**src/rtl/lc3_control_seq.sv**
```systemverilog
// LC-3 microsequencer: fetch/decode/execute FSM for ADD, AND, NOT, BR, JMP and LD.
// Optional memory-wait watchdog is enabled by defining SEQ_MEM_WDT_EN.
module lc3_control_seq #(
    parameter int unsigned MEM_TIMEOUT = 16
) (
    input  logic        CLK,
    input  logic        RST_N,
    input  logic [15:0] IR,
    input  logic        BEN,
    input  logic        R,
    output logic        LD_MAR,
    output logic        LD_MDR,
    output logic        LD_IR,
    output logic        LD_BEN,
    output logic        LD_REG,
    output logic        LD_CC,
    output logic        LD_PC,
    output logic        GATE_PC,
    output logic        GATE_MDR,
    output logic        GATE_ALU,
    output logic        GATE_MARMUX,
    output logic [1:0]  PCMUX,
    output logic        ADDR1MUX,
    output logic [1:0]  ADDR2MUX,
    output logic [1:0]  ALUK,
    output logic        MIO_EN,
    output logic [5:0]  STATE,
    output logic        FAULT
);

    // state | meaning
    // RST   | reset hold, one cycle after release
    // S18   | fetch: MAR <- PC, PC <- PC+1
    // S33   | fetch memory read, wait for R
    // S35   | IR <- MDR
    // S32   | decode, load BEN, dispatch on opcode
    // S1    | ADD
    // S5    | AND
    // S9    | NOT
    // S0    | BR test on registered BEN
    // S22   | BR taken: PC <- PC + SEXT(off9)
    // S12   | JMP: PC <- BaseR
    // S2    | LD: MAR <- PC + SEXT(off9)
    // S25   | LD memory read, wait for R
    // S27   | LD writeback to register file
    // FLT   | sticky fault, left only through reset
    typedef enum logic [5:0] {
        S0  = 6'd0,
        S1  = 6'd1,
        S2  = 6'd2,
        S5  = 6'd5,
        S9  = 6'd9,
        S12 = 6'd12,
        S18 = 6'd18,
        S22 = 6'd22,
        S25 = 6'd25,
        S27 = 6'd27,
        S32 = 6'd32,
        S33 = 6'd33,
        S35 = 6'd35,
        FLT = 6'd62,
        RST = 6'd63
    } state_t;

    state_t state;
    state_t next_state;
    logic   in_wait;
    logic   wdt_expire;

    assign in_wait = (state == S33) || (state == S25);

`ifdef SEQ_MEM_WDT_EN
    localparam int CW = $clog2(MEM_TIMEOUT + 1);
    localparam logic [CW-1:0] WDT_LAST = CW'(MEM_TIMEOUT - 1);

    logic [CW-1:0] wait_cnt;

    // Counter idles at zero outside the wait states, so it is clear on entry.
    always_ff @(posedge CLK or negedge RST_N) begin
        if (!RST_N) begin
            wait_cnt <= '0;
        end else if (in_wait && !R) begin
            wait_cnt <= wait_cnt + 1'b1;
        end else begin
            wait_cnt <= '0;
        end
    end

    assign wdt_expire = in_wait && !R && (wait_cnt == WDT_LAST);
`else
    logic [7:0] unused_timeout;
    assign unused_timeout = 8'(MEM_TIMEOUT);
    assign wdt_expire     = 1'b0;
`endif

    always_ff @(posedge CLK or negedge RST_N) begin
        if (!RST_N) begin
            state <= RST;
        end else begin
            state <= next_state;
        end
    end

    always_comb begin
        next_state  = state;
        LD_MAR      = 1'b0;
        LD_MDR      = 1'b0;
        LD_IR       = 1'b0;
        LD_BEN      = 1'b0;
        LD_REG      = 1'b0;
        LD_CC       = 1'b0;
        LD_PC       = 1'b0;
        GATE_PC     = 1'b0;
        GATE_MDR    = 1'b0;
        GATE_ALU    = 1'b0;
        GATE_MARMUX = 1'b0;
        PCMUX       = 2'b00;
        ADDR1MUX    = 1'b0;
        ADDR2MUX    = 2'b00;
        ALUK        = 2'b00;
        MIO_EN      = 1'b0;
        FAULT       = 1'b0;

        unique case (state)
            RST: begin
                next_state = S18;
            end
            S18: begin
                GATE_PC    = 1'b1;
                LD_MAR     = 1'b1;
                LD_PC      = 1'b1;
                PCMUX      = 2'b00;
                next_state = S33;
            end
            S33: begin
                MIO_EN = 1'b1;
                LD_MDR = R;
                if (R) begin
                    next_state = S35;
                end else if (wdt_expire) begin
                    next_state = FLT;
                end
            end
            S35: begin
                GATE_MDR   = 1'b1;
                LD_IR      = 1'b1;
                next_state = S32;
            end
            S32: begin
                LD_BEN = 1'b1;
                case (IR[15:12])
                    4'b0001: next_state = S1;
                    4'b0101: next_state = S5;
                    4'b1001: next_state = S9;
                    4'b0000: next_state = S0;
                    4'b1100: next_state = S12;
                    4'b0010: next_state = S2;
                    default: next_state = FLT;
                endcase
            end
            S1, S5, S9: begin
                GATE_ALU   = 1'b1;
                LD_REG     = 1'b1;
                LD_CC      = 1'b1;
                ALUK       = (state == S1) ? 2'b00 :
                             (state == S5) ? 2'b01 : 2'b10;
                next_state = S18;
            end
            S0: begin
                next_state = BEN ? S22 : S18;
            end
            S22: begin
                LD_PC      = 1'b1;
                PCMUX      = 2'b10;
                ADDR1MUX   = 1'b0;
                ADDR2MUX   = 2'b10;
                next_state = S18;
            end
            S12: begin
                LD_PC      = 1'b1;
                PCMUX      = 2'b10;
                ADDR1MUX   = 1'b1;
                ADDR2MUX   = 2'b00;
                next_state = S18;
            end
            S2: begin
                GATE_MARMUX = 1'b1;
                LD_MAR      = 1'b1;
                ADDR1MUX    = 1'b0;
                ADDR2MUX    = 2'b10;
                next_state  = S25;
            end
            S25: begin
                MIO_EN = 1'b1;
                LD_MDR = R;
                if (R) begin
                    next_state = S27;
                end else if (wdt_expire) begin
                    next_state = FLT;
                end
            end
            S27: begin
                GATE_MDR   = 1'b1;
                LD_REG     = 1'b1;
                LD_CC      = 1'b1;
                next_state = S18;
            end
            FLT: begin
                FAULT      = 1'b1;
                next_state = FLT;
            end
            default: begin
                next_state = FLT;
            end
        endcase
    end

    assign STATE = state;

endmodule

```
**config.mk**
```make
export PLATFORM = sky130hd
export DESIGN_NAME = lc3_control_seq
export DESIGN_NICKNAME = d
export VERILOG_FILES = /design/src/rtl/lc3_control_seq.sv
export SDC_FILE = /design/constraint.sdc
export NUM_CORES = 1
export LEC_CHECK = 0
export BUFFER_PORTS_ARGS = -buffer_cell sky130_fd_sc_hd__clkbuf_2
export CAP_MARGIN = 20
export CORE_ASPECT_RATIO = 0.8
export CORE_MARGIN = 2
export CORE_UTILIZATION = 47
export DETAILED_ROUTE_END_ITERATION = 7
export GPL_TIMING_DRIVEN = 0
export PLACE_DENSITY_LB_ADDON = 0.12
export REMOVE_ABC_BUFFERS = 1
export SLEW_MARGIN = 25
export SYNTH_ARGS = -nofsm -noshare
export SYNTH_HDL_FRONTEND = slang
export SYNTH_SLANG_ARGS = --single-unit
```
**constraint.sdc**
```tcl
create_clock -name CLK -period 4.9 [get_ports CLK]
set_input_delay 0.245 -clock CLK [delete_from_list [all_inputs] [get_ports CLK]]
set_output_delay 0.245 -clock CLK [all_outputs]
set_load 0.005 [all_outputs]
```
# --- Word-level counts from Yosys, hierarchy flattened ---
# Index checks and enable logic that the tools add are counted.
# W data, S select, Z words.
word_totals:
  register_bits: 6
  inputBits: 20
  output_inout_bits: 26
  wordCells: 57
op_classes:
  n_eq_ne: 21
  mux: 23
  reduce_logical: 12
op_table:
  columns: ["operator", "n"]
  rows:
  - ["$pmux W6 S8", 1]
  - ["$pmux W6 S6", 1]
  - ["$eq A6 B6 Y1 const B", 5]
  - ["$eq A6 B5 Y1 const B", 4]
  - ["$mux W1", 13]
  - ["$eq A6 B4 Y1 const B", 2]
  - ["$mux W6", 2]
  - ["$mux W2", 5]
  - ["$reduce_or A2 Y1", 5]
  - ["$eq A4 B4 Y1 const B", 2]
  - ["$reduce_or A7 Y1", 1]
  - ["$eq A6 B1 Y1 const B", 1]
  - ["$eq A6 B2 Y1 const B", 1]
  - ["$eq A6 B3 Y1 const B", 1]
  - ["$logic_not A6 Y1", 1]
  - ["$reduce_or A3 Y1", 2]
  - ["$eq A4 B1 Y1 const B", 1]
  - ["$eq A4 B2 Y1 const B", 1]
  - ["$eq A4 B3 Y1 const B", 1]
  - ["$logic_not A4 Y1", 1]
  - ["$ne A2 B2 Y1 const B", 2]
  - ["$reduce_or A4 Y1", 1]
  - ["$mux W3", 1]
  - ["$reduce_and A2 Y1", 1]

# --- Depth between registers and ports, before layout ---
# Gate-level depths: netlist (run 1).
logic_depth:
  depth_word: 4
  mapped_depth: 7

# --- Worst setup path before layout (run 1) ---
# No wires, ideal clock.
synth_timing:
  kind: "reg2out"
  startpoint: "register state[4] (netlist: STATE[4])"
  endpoint: "output port LD_REG"
  arrival_time_ns: 1.580
  required_ns: 4.655
  path_slack_ns: 3.075
  stages_incl_launch_ff: 7
  n_path_buf: 3
  path_cell_list: "dfstp_2 -> buf_6 -> buf_2 -> nor2b_1 -> a32oi_1 -> nor3b_1 -> buf_4"
synth_between:
  elab_chain_len: 3
  word_cells_on_any_way: 6
synth_rtl:
  columns: ["element", "line_no", "rtl"]
  rows:
  - ["start, declared", "65", "state_t state;"]
  - ["start signal, assigned", "100", "state <= next_state;"]
  - ["$eq A6 B1 Y1 (tied with other cells)", null, null]
  - ["$reduce_or A4 Y1 (no source line) (*)", null, null]
  - ["$mux W1 (*)", null, null]
  - ["end, declared", "15", "output logic LD_REG,"]
# Every way passes the cells marked *; elsewhere a longest branch is shown, timed or not.

# --- Worst setup path in the final report (run 1) ---
layout_timing:
  startpoint: "register state[1] (netlist: STATE[1])"
  endpoint: "output port LD_PC"
layout_between:
  elab_chain_len: 3
  word_cells_on_any_way: 5
layout_rtl:
  columns: ["element", "line_no", "rtl"]
  rows:
  - ["$eq A6 B4 Y1 or $eq A6 B5 Y1 (tied branches)", "124", "unique case (state)"]
  - ["$reduce_or A3 Y1 (no source line) (*)", null, null]
  - ["$mux W1 (*)", "124", null]
  - ["end, declared", "17", "output logic LD_PC,"]
# Marked as above.

==> results_tabular.tex, run 1 <==
\begin{tabular}{lr}
\hline
Metric & Value \\
\hline
\multicolumn{2}{l}{\textbf{Run status}} \\
Status & complete, no violations \\
\multicolumn{2}{l}{\textbf{CTS}} \\
Clock insertion delay at the later pin of the skew report & 0.24 ns \\
Number of buffers created by CTS & 3 \\
CTS H-Tree Depth & 1 \\
Master cell of the clock root buffer & sky130\_fd\_sc\_hd\_\_clkbuf\_4 \\
Maximum clock path buffer count & 2 \\
Number of buffers inserted for hold repair after clock tree synthesis & 0 \\
Number of setup buffers added after CTS & 0 \\
Clock slew at the register clock pins of the worst setup and hold paths & 0.05 ns \\
Number of cells upsized or downsized after cts & 0 \\
Total clock sinks & 6 \\
TritonCTS clock tree & done \\
\multicolumn{2}{l}{\textbf{STA}} \\
Smallest setup slack after layout & 2.72 ns \\
Peak Freq & 0.458 GHz \\
Final-report max-slew violation count & 0 \\
Hold violation total from the final report & 0 \\
Layout Skew & 0.00854 ns \\
Count of endpoints failing setup in the final report & 0 \\
Worst hold slack & 0.00878 ns \\
RSZ-0062 raised after global routing & false \\
Min Clock Period, post-route & 2.18 ns \\
Final clock period utilization by the worst path & 44.6\% \\
Setup TNS & 0 ns \\
\multicolumn{2}{l}{\textbf{Synth}} \\
Post-Syn Instances & 116 \\
Cell types with the highest counts after synthesis & sky130\_fd\_sc\_hd\_\_nand2\_1, sky130\_fd\_sc\_hd\_\_nor2\_1, sky130\_fd\_sc\_hd\_\_nor2b\_1 \\
Synth cell types & 43 \\
Yosys Warn Count & 0 \\
Share of the synthesized area in the top cell type & 19.1\% \\
Top\_reg\_cell synth & sky130\_fd\_sc\_hd\_\_dfstp\_2 \\
Flip-flop and latch count after synthesis & 6 \\
Synth area leader & sky130\_fd\_sc\_hd\_\_dfstp\_2 \\
Top cells by area in the synthesized netlist & sky130\_fd\_sc\_hd\_\_dfstp\_2, sky130\_fd\_sc\_hd\_\_nor2b\_1, sky130\_fd\_sc\_hd\_\_nand2\_1, sky130\_fd\_sc\_hd\_\_nor2\_1, sky130\_fd\_sc\_hd\_\_nor3\_1 \\
Syn Std Cell Area & 826 um\^{}2 \\
Count of flip-flops with a built-in enable after synthesis & 0 \\
Register area share after synthesis & 19.1\% \\
Fraction of registers with async set/reset & 100\% \\
Syn avg cell area & 7.12 um\^{}2 \\
\multicolumn{2}{l}{\textbf{Cells and area}} \\
Area Overhead vs Synth & 16.7\% \\
\# fillers & 163 \\
Total Nets Final & 162 \\
Diodes inserted & 0 \\
Final cell count without fillers & 162 \\
Fraction of final layout cells with drive strength greater than 1 & 32.1\% \\
Max reg flops & 6 \\
\multicolumn{2}{l}{\textbf{Detailed routing}} \\
Detailed-route vias per instance & 5.78 \\
Drt initial violations & 31 \\
Remaining number of nets flagged by the antenna check after routing & 0 \\
First-pass DRT Iterations & 4 \\
DRT Wirelength & 2.18 mm \\
Number of vias after detailed routing & 936 \\
Mean routed wirelength per cell & 13.4 um \\
DR DRC count & 0 \\
\multicolumn{2}{l}{\textbf{Setup path}} \\
Worst path max stage delay & 0.68 ns \\
Setup slack of the worst register-to-register path & 3.05 ns \\
Type of destination of the critical path & primary output \\
Reg-to-reg endpoint & STATE[5]\$\_DFFE\_PN1P\_ \\
Kind of cell with the highest combined delay on the critical path & simple AND/OR/NAND/NOR gates \\
Kind of critical path & register to primary output \\
Worst setup path startpoint & STATE[1]\$\_DFFE\_PN1P\_ \\
Crit path max-delay cell type & sky130\_fd\_sc\_hd\_\_dfstp\_2 \\
Data required time of the worst path & 4.66 ns \\
Termination of the worst setup path & LD\_PC \\
Depth of the worst register-to-register path & 4 \\
Maximum fanout along the worst path & 13 \\
Arrival time of data at the critical path endpoint & 1.94 ns \\
Critical R2R Launch & STATE[5]\$\_DFFE\_PN1P\_ \\
Total buffers and inverters traversed by the critical path & 1 \\
Critical path cell sequence & nor2b\_1, a22oi\_1, nor4\_1, or2\_2, clkbuf\_2 \\
CP startpoint kind & register \\
Critical path depth & 5 \\
\multicolumn{2}{l}{\textbf{Die}} \\
Die footprint & 0.00211 mm\^{}2 \\
Die Y & 41.5 um \\
Number of standard-cell rows in the floorplan & 13 \\
Die Span X & 50.9 um \\
Starting density of the core & 50.3\% \\
Placeable core region & 0.00164 mm\^{}2 \\
Top-level I/O count & 46 \\
\multicolumn{2}{l}{\textbf{Power and ir drop}} \\
Sequential Power Share & 48.7\% \\
Net switching fraction of the power & 20.7\% \\
Power, Total & 0.102 mW \\
Max IR drop VDD & 0.0713 mV \\
Part of the power in combinational logic & 8.7\% \\
Sw Pwr & 0.0212 mW \\
Cell area power density & 106 mW/mm\^{}2 \\
Leakage power summed over all cells & 0.426 nW \\
Power Internal & 0.0813 mW \\
Clock Power Share & 42.6\% \\
\multicolumn{2}{l}{\textbf{Hold path}} \\
Hold WC Path Type & input port to asynchronous set/reset pin \\
\multicolumn{2}{l}{\textbf{GRT}} \\
Initial antenna violation count & 0 \\
Pin count of the biggest net entering global routing & 22 \\
Global-route wire length before repair & 3.42 mm \\
Via count of the first global-routing pass & 771 \\
Total global-route track usage & 20.5\% \\
GR Overflow Total & 0 \\
\multicolumn{2}{l}{\textbf{Place}} \\
DPL Wire Length & 1.61 mm \\
Final weighted congestion in routability-driven placement & 0.850 \\
Number of cells in the design after placement & 159 \\
Worst-case setup slack after placement & 2.99 ns \\
Buffers on Ports & 31 \\
\multicolumn{2}{l}{\textbf{Flow run}} \\
Max Cap Violations & 0 \\
\hline
\end{tabular}
==> power by group through the flow <==
stage	Clock (mW)	Sequential, mW	Combinational, mW
after floorplan	0	0.0505	0.00330
after global placement	0	0.0505	0.00852
after detailed placement	0	0.0505	0.00887
after CTS	0.0451	0.0500	0.00888
after global routing	0.0475	0.0499	0.00994
final	0.0436	0.0500	0.00889
==> routing by layer <==
layer / share of wire, % / global-route usage (%) / wire (um)
met5: 0 / 0 / 0
met4: 0.37 / 8.11 / 8
met3: 5.6 / 1.80 / 122
met1: 49 / 29.9 / 1060
met2: 45 / 31.1 / 982
==> final cells by class <==
class / instances / area [um^2] / area share (%)
multi-input combinational: 98 / 593 / 61.6
inverter: 2 / 7.51 / 0.779
timing repair buffer: 31 / 155 / 16.1
clock buffer: 3 / 22.5 / 2.34
sequential: 6 / 158 / 16.4
tap: 22 / 27.5 / 2.86
==> cell usage in the layout, fill, tap and decap left out, types with 3 or more instances in the layout <==
master / netlist / layout
sky130_fd_sc_hd__a31oi_1: 5 / 5
sky130_fd_sc_hd__clkbuf_2: 0 / 31
sky130_fd_sc_hd__nor3_1: 8 / 8
sky130_fd_sc_hd__nand2b_1: 4 / 4
sky130_fd_sc_hd__nand3_1: 4 / 4
sky130_fd_sc_hd__clkbuf_4: 0 / 3
sky130_fd_sc_hd__nor2b_1: 9 / 9
sky130_fd_sc_hd__o21ai_0: 4 / 4
sky130_fd_sc_hd__dfstp_2: 6 / 6
sky130_fd_sc_hd__a32oi_1: 3 / 3
sky130_fd_sc_hd__nor2_1: 13 / 13
sky130_fd_sc_hd__nand2_1: 13 / 13
sky130_fd_sc_hd__a211oi_1: 3 / 3
==> cell families (layout without fill, tap and decap cells) <==
logic type | count (synthesis) | count (layout) | synth area share (%)
DFF | 6 | 6 | 19.1
and+or+nand+nor | 66 | 66 | 42.9
xor gates and xnor gates | 1 | 1 | 1.06
AOI/OAI and AO/OA | 28 | 28 | 25.8
other | 1 | 2 | 0.454
muxes | 1 | 1 | 1.21
buffers and inverters | 13 | 36 | 9.55
==> through the flow <==
step	area [um^2]	utilization, %
final	963	58.6
after global routing	963	58.6
after global placement	941	57.3
after floorplan	758	-
after detailed placement	941	57.3
after CTS	963	58.6
==> how the worst min path moves through the flow <==
stage,slack [ns],endpoint,cells past startpoint,from
after floorplan,0.1,STATE[0]$_DFFE_PN1P_,0,RST_N
after global placement,0.27,STATE[3]$_DFFE_PN1P_,1,RST_N
after detailed placement,0.27,STATE[5]$_DFFE_PN1P_,1,RST_N
after CTS,0.009,STATE[5]$_DFFE_PN1P_,1,RST_N
after global routing,0.01,STATE[5]$_DFFE_PN1P_,1,RST_N
final,0.009,STATE[5]$_DFFE_PN1P_,1,RST_N
Power figures use the tool's default switching activity.
==> run 2, diff against run 1 <==
ABC_AREA = 1   (was unset)
CORE_ASPECT_RATIO = unset   (was 0.8)
CORE_UTILIZATION = 39   (was 47)
clock period = 2.1 ns   (was 4.9 ns; I/O delays follow)
==> run 2 against run 1 <==
Net effect:
- hold slack improved by 0.071 ns
- sequential cell count unchanged
- combinational power up 140%
- cell area is 16% lower
- synthesized cell count decreased by 2.6%
- utilization shrank 4.8 points
- power increased by 130%
- critical endpoint is now LD_MDR
- largest power group unchanged
- sequential share of layout area up 3.1 points
- clock-buffer cell count unchanged
- sequential power increased by 130%
==> results_tabular.tex, run 2 <==
\begin{tabular}{lr}
\hline
Metric & Value \\
\hline
\multicolumn{2}{l}{\textbf{Run status}} \\
Status & complete, no violations \\
\multicolumn{2}{l}{\textbf{Synth}} \\
Flip-flop and latch count after synthesis & 6 (unchanged) \\
Synth cell types & 15 (-65\%) \\
Top\_reg\_cell synth & sky130\_fd\_sc\_hd\_\_dfstp\_2 \\
Library cell with the highest instance count after synthesis & sky130\_fd\_sc\_hd\_\_nand2\_1 \\
Yosys Warn Count & 0 (unchanged) \\
Cell types with the highest counts after synthesis & sky130\_fd\_sc\_hd\_\_nand2\_1, sky130\_fd\_sc\_hd\_\_inv\_1, sky130\_fd\_sc\_hd\_\_nor2\_1 \\
Top cells by area in the synthesized netlist & sky130\_fd\_sc\_hd\_\_dfstp\_2, sky130\_fd\_sc\_hd\_\_nand2\_1, sky130\_fd\_sc\_hd\_\_inv\_1, sky130\_fd\_sc\_hd\_\_nor2\_1, sky130\_fd\_sc\_hd\_\_nand3\_1 \\
Synth area leader & sky130\_fd\_sc\_hd\_\_dfstp\_2 \\
Fraction of registers with async set/reset & 100\% (unchanged) \\
Share of the synthesized area in the top cell type & 25.4\% (+6.3 points) \\
Syn Std Cell Area & 622 um\^{}2 (-25\%) \\
Register area share after synthesis & 25.4\% (+6.3 points) \\
Syn avg cell area & 5.50 um\^{}2 (-23\%) \\
Post-Syn Instances & 113 (-2.6\%) \\
Count of flip-flops with a built-in enable after synthesis & 0 (unchanged) \\
\multicolumn{2}{l}{\textbf{Cells and area}} \\
Post-route cell area & 811 um\^{}2 (-16\%) \\
Total Nets Final & 168 (+3.7\%) \\
Most frequent cells in the layout & sky130\_fd\_sc\_hd\_\_nand2\_1, sky130\_fd\_sc\_hd\_\_clkbuf\_2, sky130\_fd\_sc\_hd\_\_inv\_1 \\
Area Overhead vs Synth & 30.4\% \\
Final cell count without fillers & 162 (unchanged) \\
Area occupied by multi-input gates & 355 um\^{}2 (-40\%) \\
Fraction of final layout cells with drive strength greater than 1 & 29.5\% (-2.7 points) \\
Final core occ & 53.8\% (-4.8 points) \\
Diodes inserted & 0 (unchanged) \\
Max reg flops & 6 (unchanged) \\
\# fillers & 178 (+9.2\%) \\
Leading cell type in the layout, fill and taps excluded & sky130\_fd\_sc\_hd\_\_nand2\_1 \\
Register cell area after layout & 158 um\^{}2 (unchanged) \\
\multicolumn{2}{l}{\textbf{Flow run}} \\
Max Cap Violations & 0 (unchanged) \\
\multicolumn{2}{l}{\textbf{GRT}} \\
Total global-route track usage & 16.8\% (-3.6 points) \\
Layer with the highest usage after global routing & met2 \\
Global-route wire length before repair & 2.45 mm (-28\%) \\
Initial antenna violation count & 0 (unchanged) \\
Via count of the first global-routing pass & 653 (-15\%) \\
Met3 Resource Use GR & 2.50\% (+0.70 points) \\
GR Overflow Total & 0 (unchanged) \\
Met2 capacity usage during global routing & 30.9\% (-0.17 points) \\
Met1 track demand over resource in global routing & 18.7\% (-11 points) \\
Pin count of the biggest net entering global routing & 8 (-64\%) \\
\multicolumn{2}{l}{\textbf{CTS}} \\
TritonCTS clock tree & done \\
Number of buffers created by CTS & 3 (unchanged) \\
Clock insertion delay at the later pin of the skew report & 0.23 ns (about the same) \\
CTS H-Tree Depth & 1 (unchanged) \\
Clock slew at the register clock pins of the worst setup and hold paths & 0.04 ns (about the same) \\
Master cell of the clock root buffer & sky130\_fd\_sc\_hd\_\_clkbuf\_4 \\
Number of cells upsized or downsized after cts & 0 (unchanged) \\
Total clock sinks & 6 (unchanged) \\
Maximum clock path buffer count & 2 (unchanged) \\
Number of buffers inserted for hold repair after clock tree synthesis & 1 (+1) \\
Number of setup buffers added after CTS & 0 (unchanged) \\
\multicolumn{2}{l}{\textbf{Place}} \\
Post-detailed-placement cell area & 778 um\^{}2 (-17\%) \\
Final weighted congestion in routability-driven placement & 0.878 (+3.3\%) \\
DPL Wire Length & 1.31 mm (-18\%) \\
Number of cells in the design after placement & 158 (-0.63\%) \\
Worst-case setup slack after placement & 0.585 ns (-2.41 ns) \\
Buffers on Ports & 31 (unchanged) \\
\multicolumn{2}{l}{\textbf{Die}} \\
Top-level I/O count & 46 (unchanged) \\
Starting density of the core & 41.3\% (-9.0 points) \\
Placeable core region & 0.00151 mm\^{}2 (-8.3\%) \\
Die Span X & 43.9 um (-14\%) \\
Number of standard-cell rows in the floorplan & 14 (+1) \\
Die Y & 43.9 um (+5.9\%) \\
Die footprint & 0.00193 mm\^{}2 (-8.6\%) \\
\multicolumn{2}{l}{\textbf{Power and ir drop}} \\
Cell area power density & 294 mW/mm\^{}2 (+180\%) \\
Max IR drop VDD & 0.230 mV (+220\%) \\
Leakage power summed over all cells & 0.586 nW (+38\%) \\
Power, Total & 0.238 mW (+130\%) \\
\multicolumn{2}{l}{\textbf{STA}} \\
Peak Freq & 0.565 GHz \\
Hold violation total from the final report & 0 (unchanged) \\
Count of endpoints failing setup in the final report & 0 (unchanged) \\
Final clock period utilization by the worst path & 84.3\% \\
RSZ-0062 raised after global routing & false \\
Min Clock Period, post-route & 1.77 ns \\
Smallest setup slack after layout & 0.329 ns (-2.39 ns) \\
Final-report max-slew violation count & 0 (unchanged) \\
Layout Skew & 0.00183 ns (-0.00671 ns) \\
Worst hold slack & 0.0802 ns (+0.0714 ns) \\
Setup TNS & 0 ns (unchanged) \\
\multicolumn{2}{l}{\textbf{Setup path}} \\
Critical R2R Launch & STATE[0]\$\_DFFE\_PN1P\_ \\
Kind of critical path & register to primary output \\
CP startpoint kind & register \\
Arrival time of data at the critical path endpoint & 1.67 ns (-0.27 ns) \\
Critical path cell sequence & inv\_1, nor2\_1, nand2\_1, inv\_1, nand2\_1, nand2\_1, inv\_1, nor2\_1, clkbuf\_2 \\
Data required time of the worst path & 2.00 ns (-2.66 ns) \\
Depth of the worst register-to-register path & 7 (+3) \\
Maximum fanout along the worst path & 4 (-9) \\
Crit path max-delay cell type & sky130\_fd\_sc\_hd\_\_dfstp\_2 \\
Worst setup path startpoint & STATE[4]\$\_DFFE\_PN1P\_ \\
Type of destination of the critical path & primary output \\
Worst path max stage delay & 0.54 ns (-0.14 ns) \\
\multicolumn{2}{l}{\textbf{Detailed routing}} \\
Number of vias after detailed routing & 767 (-18\%) \\
DR DRC count & 0 (unchanged) \\
First-pass DRT Iterations & 4 (unchanged) \\
Remaining number of nets flagged by the antenna check after routing & 0 (unchanged) \\
Mean routed wirelength per cell & 9.37 um (-30\%) \\
DRT Wirelength & 1.52 mm (-30\%) \\
Drt initial violations & 9 (-71\%) \\
Detailed-route vias per instance & 4.73 (-18\%) \\
\multicolumn{2}{l}{\textbf{Hold path}} \\
Hold WC Path Type & input port to register \\
Hold Path Stages & 3 \\
Min-delay src & BEN \\
\hline
\end{tabular}
==> run 2: cell types whose count changed after synthesis, moves of 6 or more <==
cell	previous run	this run
sky130_fd_sc_hd__nor2_1	13	19
sky130_fd_sc_hd__nand3_1	4	14
sky130_fd_sc_hd__inv_1	2	24
sky130_fd_sc_hd__nor2b_1	9	0
sky130_fd_sc_hd__nand2_1	13	33
==> run 2: cells by family after synthesis <==
group / count (synthesis) / share of synthesized area (%)
compound gates: 6 / 5.43
simple gates: 73 / 50.5
buf+inv: 27 / 18.1
flops: 6 / 25.4
other cells: 1 / 0.603
==> run 2: path summary, 6_finish.rpt <==
check	to	slack, ns
worst max register to register	STATE[3]$_DFFE_PN1P_	0.56
min in group asynchronous	STATE[2]$_DFFE_PN1P_	0.42
max in group asynchronous	STATE[0]$_DFFE_PN1P_	1.65
worst min register to register	STATE[1]$_DFFE_PN1P_	0.70
worst min-delay path	STATE[2]$_DFFE_PN1P_	0.08
worst max-delay path	LD_MDR	0.33
==> run 2: layer usage <==
| layer | wire [um] | vias to the layer above | part of all wire [%] |
|---|---|---|---|
| met5 | 0 | - | 0 |
| met4 | 0 | 0 | 0 |
| met3 | 69 | 0 | 4.5 |
| met2 | 796 | 18 | 52 |
| met1 | 653 | 341 | 43 |
| li1 | - | 408 | - |
==> run 2: power by group <==
group	internal, mW	switching, mW
Combinational	0.00902	0.0126
Sequential	0.117	0
Clock	0.0643	0.0360
Total	0.190	0.0485
==> run 2: cell type report <==
class,instances,area share [%]
clock buffer,3,2.78
inverter,24,11.1
multi-input combinational,81,43.8
sequential,6,19.4
tap,16,2.47
timing repair buffer,32,20.4
==> run 2: worst max-delay path: cells and delay by family (launching register included) <==
| family | cells | cell delay [ns] |
|---|---|---|
| AND/OR/NAND/NOR | 5 | 0.56 |
| buffers and inverters | 4 | 0.32 |
| flip-flops | 1 | 0.54 |
